### src/rtl/latch_bank.sv
// Multi-channel double-buffered register bank: per-channel loads land in a shadow
// stage and a global COMMIT moves every pending channel to Q on one edge.

module latch_bank_lane #(
  parameter int               WIDTH   = 8,
  parameter logic [WIDTH-1:0] RST_VAL = '0
) (
  input  logic             CLK,
  input  logic             RST,
  input  logic             mode,
  input  logic             commit,
  input  logic             en,
  input  logic [WIDTH-1:0] d,
  output logic [WIDTH-1:0] q,
  output logic             pend,
  output logic             pend_nxt
);

  logic [WIDTH-1:0] shadow, shadow_nxt, q_nxt;

  // A load goes straight to Q in direct mode or when it coincides with a commit.
  always_comb begin
    shadow_nxt = shadow;
    q_nxt      = q;
    pend_nxt   = pend;
    if (en) begin
      shadow_nxt = d;
      if (!mode || commit) begin
        q_nxt    = d;
        pend_nxt = 1'b0;
      end else begin
        pend_nxt = 1'b1;
      end
    end else if (commit && pend) begin
      q_nxt    = shadow;
      pend_nxt = 1'b0;
    end
  end

  always_ff @(posedge CLK or posedge RST) begin
    if (RST) begin
      shadow <= RST_VAL;
      q      <= RST_VAL;
      pend   <= 1'b0;
    end else begin
      shadow <= shadow_nxt;
      q      <= q_nxt;
      pend   <= pend_nxt;
    end
  end

endmodule

module latch_bank #(
  parameter int               CHANNELS = 4,
  parameter int               WIDTH    = 8,
  parameter logic [WIDTH-1:0] RST_VAL  = '0
) (
  input  logic                          CLK,
  input  logic                          RST,
  input  logic                          MODE,
  input  logic [CHANNELS-1:0]           EN,
  input  logic [CHANNELS*WIDTH-1:0]     D,
  input  logic                          COMMIT,
  output logic [CHANNELS*WIDTH-1:0]     Q,
  output logic [CHANNELS-1:0]           PEND,
  output logic [$clog2(CHANNELS+1)-1:0] NPEND
);

  localparam int NW = $clog2(CHANNELS+1);

  logic [CHANNELS-1:0][WIDTH-1:0] d_lane, q_lane;
  logic [CHANNELS-1:0]            pend_nxt;
  logic [NW-1:0]                  cnt_nxt;

  assign d_lane = D;
  assign Q      = q_lane;

  for (genvar c = 0; c < CHANNELS; c++) begin : g_lane
    latch_bank_lane #(
      .WIDTH   (WIDTH),
      .RST_VAL (RST_VAL)
    ) u_lane (
      .CLK      (CLK),
      .RST      (RST),
      .mode     (MODE),
      .commit   (COMMIT),
      .en       (EN[c]),
      .d        (d_lane[c]),
      .q        (q_lane[c]),
      .pend     (PEND[c]),
      .pend_nxt (pend_nxt[c])
    );
  end

  // Count from next-state pend bits so NPEND lands on the same edge as PEND.
  always_comb begin
    cnt_nxt = '0;
    for (int i = 0; i < CHANNELS; i++)
      cnt_nxt = cnt_nxt + NW'(pend_nxt[i]);
  end

  always_ff @(posedge CLK or posedge RST) begin
    if (RST) NPEND <= '0;
    else     NPEND <= cnt_nxt;
  end

endmodule

### config.mk
export PLATFORM = sky130hd
export DESIGN_NAME = latch_bank
export DESIGN_NICKNAME = d
export VERILOG_FILES = /design/src/rtl/latch_bank.sv
export SDC_FILE = /design/constraint.sdc
export NUM_CORES = 1
export LEC_CHECK = 0
export BUFFER_PORTS_ARGS = -buffer_cell sky130_fd_sc_hd__clkbuf_2
export CORE_MARGIN = 3
export CORE_UTILIZATION = 50
export CTS_BUF_LIST = sky130_fd_sc_hd__clkbuf_2
export CTS_CLUSTER_SIZE = 24
export DETAILED_ROUTE_END_ITERATION = 10
export HOLD_SLACK_MARGIN = 0.06
export PLACE_DENSITY = 0.77
export SYNTH_ARGS = -nofsm -noshare
export SYNTH_HDL_FRONTEND = slang
export SYNTH_SLANG_ARGS = --single-unit
### constraint.sdc
create_clock -name CLK -period 2.63 [get_ports CLK]
set_input_delay 0.1315 -clock CLK [delete_from_list [all_inputs] [get_ports CLK]]
set_output_delay 0.1315 -clock CLK [all_outputs]
set_load 0.03 [all_outputs]
=== Word-level counts from Yosys, hierarchy flattened ===
Index checks and enable logic that the tools add are counted.

* Muxes and demuxes: 21
* Reductions and logical operators: 14
* Eq/ne operators: 4
* Add/sub/neg operators: 3

{| class="wikitable"
|+ Operators by type and width
! kind !! count
|-
| 2-to-1 mux 8 bit || 12
|-
| 2-to-1 mux 1 bit || 9
|-
| inequality test 2 x 1 -> 1 bit (second input constant) || 4
|-
| AND reduction 2 bit || 4
|-
| nonzero test 2 bit || 4
|-
| logical AND 1 bit || 4
|-
| adder 2 x 1 -> 3 bit || 1
|-
| adder 3 x 1 -> 3 bit || 1
|-
| adder 1 x 1 -> 2 bit || 1
|-
| logical NOT 1 bit || 1
|-
| logical OR 1 bit || 1
|}

* Register bits: 71
* Logic and storage cells: 55
* Input bits: 40

=== Logic depth before layout (Yosys ltp) ===
* Depth in word-level cells: 7
* Mapped depth: 6

=== Modules after synthesis ===
From an unflattened synthesis, not the netlist that was laid out.

* Cell total of the unflattened synthesis: 172
* Area, all modules: 2795.2 µm²

{| class="wikitable"
|+ By module, submodules not included
! module !! area each (µm²) !! sequential area each (µm²) !! times used !! cells an instance
|-
| latch_bank_lane || 663.1 || 425.4 || 4 || 40
|-
| latch_bank || 142.6 || 75.1 || 1 || 12
|}

=== Worst setup path after synthesis ===
No wires, ideal clock.

* Kind: reg-to-reg
* Start: register g_lane[0].u_lane.pend
* End: register NPEND[1]
* Path slack: 1.042 ns
* Required time: 2.504 ns
* Arrival time: 1.463 ns
* Cell stages (with the launch flop): 6
* Path buffers: 0
* Path through: dfrtp_1 > mux2i_1 > nor2_1 > fa_1 > ha_1 > ha_1

* Longest elaborated chain between the ends: 6

{| class="wikitable"
|+ RTL lines
! item !! RTL line !! source
|-
| from (decl) || 15 || <nowiki>output logic pend,</nowiki>
|-
| from (signal assigned) || 48 || <nowiki>pend <= pend_nxt;</nowiki>
|-
| logical AND 1 bit || 34 || <nowiki>end else if (commit && pend) begin</nowiki>
|-
| 2-to-1 mux 1 bit (*) || 34 ||
|-
| 2-to-1 mux 1 bit (*) || 26 || <nowiki>if (en) begin</nowiki>
|-
| net g_lane[0].u_lane.pend_nxt || 16 || <nowiki>output logic pend_nxt</nowiki>
|-
| adder 1 x 1 -> 2 bit (*) || 100 || <nowiki>cnt_nxt = cnt_nxt + NW'(pend_nxt[i]);</nowiki>
|-
| adder 2 x 1 -> 3 bit (*) || 100 ||
|-
| adder 3 x 1 -> 3 bit (*) || 100 ||
|-
| net cnt_nxt[1] || 74 || <nowiki>logic [NW-1:0] cnt_nxt;</nowiki>
|-
| to (signal assigned) || 105 || <nowiki>else NPEND <= cnt_nxt;</nowiki>
|-
| to (decl) || 67 || <nowiki>output logic [$clog2(CHANNELS+1)-1:0] NPEND</nowiki>
|}

The timed path passes the listed nets; every way through them passes the cells marked *.
A chain may end at the register's enable or synchronous reset.

=== Worst setup path after layout ===
* Start: register g_lane[3].u_lane.pend
* End: register NPEND[1]

* Longest elaborated chain between the ends: 4

{| class="wikitable"
|+ RTL lines
! item !! RTL line
|-
| from (decl) || 15
|-
| from (signal assigned) || 48
|-
| logical AND 1 bit || 34
|-
| 2-to-1 mux 1 bit (*) || 34
|-
| 2-to-1 mux 1 bit (*) || 26
|-
| net g_lane[3].u_lane.pend_nxt || 16
|-
| adder 3 x 1 -> 3 bit (*) || 100
|-
| net cnt_nxt[1] || 74
|}

Marks and branches as above.

==> results by group <==
Clock tree
  – CTS root buf: clkbuf_2
  – # resized after CTS: 0
  – CTS buffer count: 9
  – Clk Latency, worst-skew pair: 0.46 ns
  – H-tree Lvls: 3
  – TritonCTS clock tree: done
  – Clk slew on worst S/H paths: 0.18 ns
  – Clock Path Buffers: 2
  – Setup repair bufs after CTS: 0
  – Clk sink count: 71

Timing
  – FMAX: 0.586 GHz
  – Time the worst path needs with I/O delays and setup: 1.71 ns
  – Hold Vio Cnt, Final: 0
  – Minimum hold slack: 0.111 ns
  – Clock skew: 0.0311 ns
  – Tightest Pin Transition: 0.516 ns
  – RSZ-0062 raised after global routing: no
  – Finish-stage setup viols: 0
  – Setup TNS: 0 ns
  – Period Utilization, post-route: 64.9%
  – Slew Viols, Final: 0
  – Slew HR: 65.6%

Finish
  – Fillcell total: 379
  – Area of the multi-input gates: 917 um^2
  – Layout cells sized above 1: 58.1%
  – ANT cells: 0
  – FF/Latch Area: 1780 um^2
  – Final #Nets: 327
  – Area Growth Syn to Fin: 31.1%

Die
  – Core Rows: 26
  – # IOs: 79
  – Initial Util: 53.2%
  – Full die area: 6510 um^2
  – Chip Width: 80.7 um
  – Total core area: 5240 um^2
  – Die height: 80.7 um

Global routing
  – Antenna violations before repair: 0
  – Vias in the first global route: 1767
  – Gr ovfl total: 0
  – Gr usage total: 16.4%
  – First-pass GRT wire length: 8010 um
  – Largest net degree at the start of global routing: 26

Logic synthesis
  – Post-synth top area share: 63.7%
  – Flops & latches, synth: 71
  – Post-Syn Area per Cell: 16.6 um^2
  – Synth Cell Area: 2790 um^2
  – Yosys warns: 0
  – Syn_nets: 211
  – Post-synthesis sequential area ratio: 63.7%
  – Gate Count Post-Synth: 168
  – Number of synthesized flops with an enable pin: 0
  – Yosys cell types: 18
  – Synth area leaders: dfrtp_1 64%, mux2_2 25%, buf_4 2.2%, mux2i_1 1.4%, mux2_4 1.1%
  – Asr flop ratio synth: 100%
  – Biggest area consumer among synthesized cells: dfrtp_1
  – Top-count cell post-synth: dfrtp_1
  – Ys flop type: dfrtp_1
  – Commonest cells in the netlist: 71 x dfrtp_1, 62 x mux2_2, 8 x buf_4

Status
  – Run status: finished, final reports clean

Critical path
  – Reg-to-Reg End: NPEND[1]
  – Crit start category: flop
  – Setup CP Type: reg -> reg
  – CP Capture Type: flop
  – CP arrival: 2.05 ns
  – Crit path from: g_lane[3].u_lane.pend
  – Required time worst endpoint: 2.98 ns
  – Reg2reg path depth: 5
  – Worst R2R Setup Slack: 0.92 ns
  – CP max FO: 3
  – Reg2reg start: g_lane[3].u_lane.pend

Pwr
  – Leakage power: 1.76 nW
  – Peak VDD IR: 0.495 mV
  – Pwr Density: 689 nW/um^2

Routing
  – Via density: 4.73
  – TritonRoute pass-1 iters: 4
  – Remaining DRCs: 0
  – Via count: 1697
  – WL final: 4930 um
  – Drt wl/cell: 13.7 um
  – Detail Route Antenna Nets: 0
  – Initial DRC Count: 37

Worst hold path
  – Worst Hold End: g_lane[0].u_lane.pend
  – Hold Crit Class: in -> reg
  – Hold_sp: MODE
  – Cells on Worst Hold Path: 3

Run
  – Total of max-cap violations: 0

Placed design
  – GP Congestion: 0.658
  – Dpl hpwl: 3390 um
  – IO buf count: 78
-- cell type report --
class | count | area share (%)
Tap cell | 70 | 2.40
Multi-Input combinational cell | 84 | 25.1
Timing Repair Buffer | 115 | 20.7
Sequential cell | 71 | 48.6
Clock buffer | 12 | 1.64
Inverter | 3 | 0.308
Clock inverter | 4 | 1.27
-- sequential cells by signal, summed over array words and instances (netlist names) --
register	cells
NPEND	3
g_lane.u_lane.pend	4
g_lane.u_lane.q	32
g_lane.u_lane.shadow	32
-- report_power, final --
group / internal [mW] / switching [mW]
sequential: 1.24 / 0.0626
clock: 0.228 / 0.355
combinational: 0.261 / 0.371
-- worst max-delay path by stage --
stage | endpoint | slack, ns | depth (start not counted)
CTS | NPEND[1] | 0.89 | 5
global placement | NPEND[1] | 0.88 | 6
detailed placement | NPEND[1] | 0.85 | 6
global route | NPEND[1] | 0.80 | 5
floorplan | NPEND[0] | 0.70 | 1
finish | NPEND[1] | 0.92 | 5
-- through the flow --
stage	power (mW)	setup WS, ns	cell area, um^2	utilization (%)	cells
final	2.52	0.922	3650	69.8	359
after global routing	2.64	0.798	3650	69.8	359
after CTS	2.55	0.893	3650	69.8	359
after detailed placement	1.93	0.846	3200	61.1	308
after global placement	1.91	0.878	3200	61.1	308
after floorplan	1.75	0.702	2790	-	168
-- layout by cell type (no fill, tap or decap) --
cell type      count
clkinvlp_4         1
dfrtp_1           71
nor2_4             2
bufinv_16          1
mux2_4             2
ha_1               2
o21ai_2            1
nor2b_4            1
clkinv_2           1
inv_2              2
fa_1               1
o21ai_1            1
inv_1              1
clkinv_1           1
dlygate4sd3_1     35
o21ai_4            1
o21ai_0            1
mux2i_1            4
mux2_2            62
clkbuf_2          90
nor2_1             4
a21oi_2            2
buf_4              2
-- worst max-delay path, stage by stage, from the launching register on --
cell,delay (ns)
dfrtp_1,0.42
mux2i_1,0.08
nor2_1,0.19
fa_1,0.46
ha_1,0.20
ha_1,0.26
-- layer usage --
metal  part of all wire [%]  vias up  track usage [%]
li1                       -      817                -
met1                     42      824             19.0
met2                     50       47             27.9
met3                    5.8        9             4.26
met4                    2.0        0             8.45
met5                      0        -                0
-- kinds of logic after synthesis --
kind of cell,after synthesis,share of synthesized area (%)
flip-flops,71,63.7
multiplexers,68,27.6
buffers and inverters,13,3.37
AND/OR/NAND/NOR,7,1.84
AO/OA/AOI/OAI,6,1.89
adder cells (fa/ha/maj),3,1.62
-- timing repair --
item,4_1_cts,5_1_grt
endpoints found under the setup margin,0,0
hold buffers,35,0
hold endpoints to repair,91,0
Note: power is estimated with default switching activity, not from simulation.
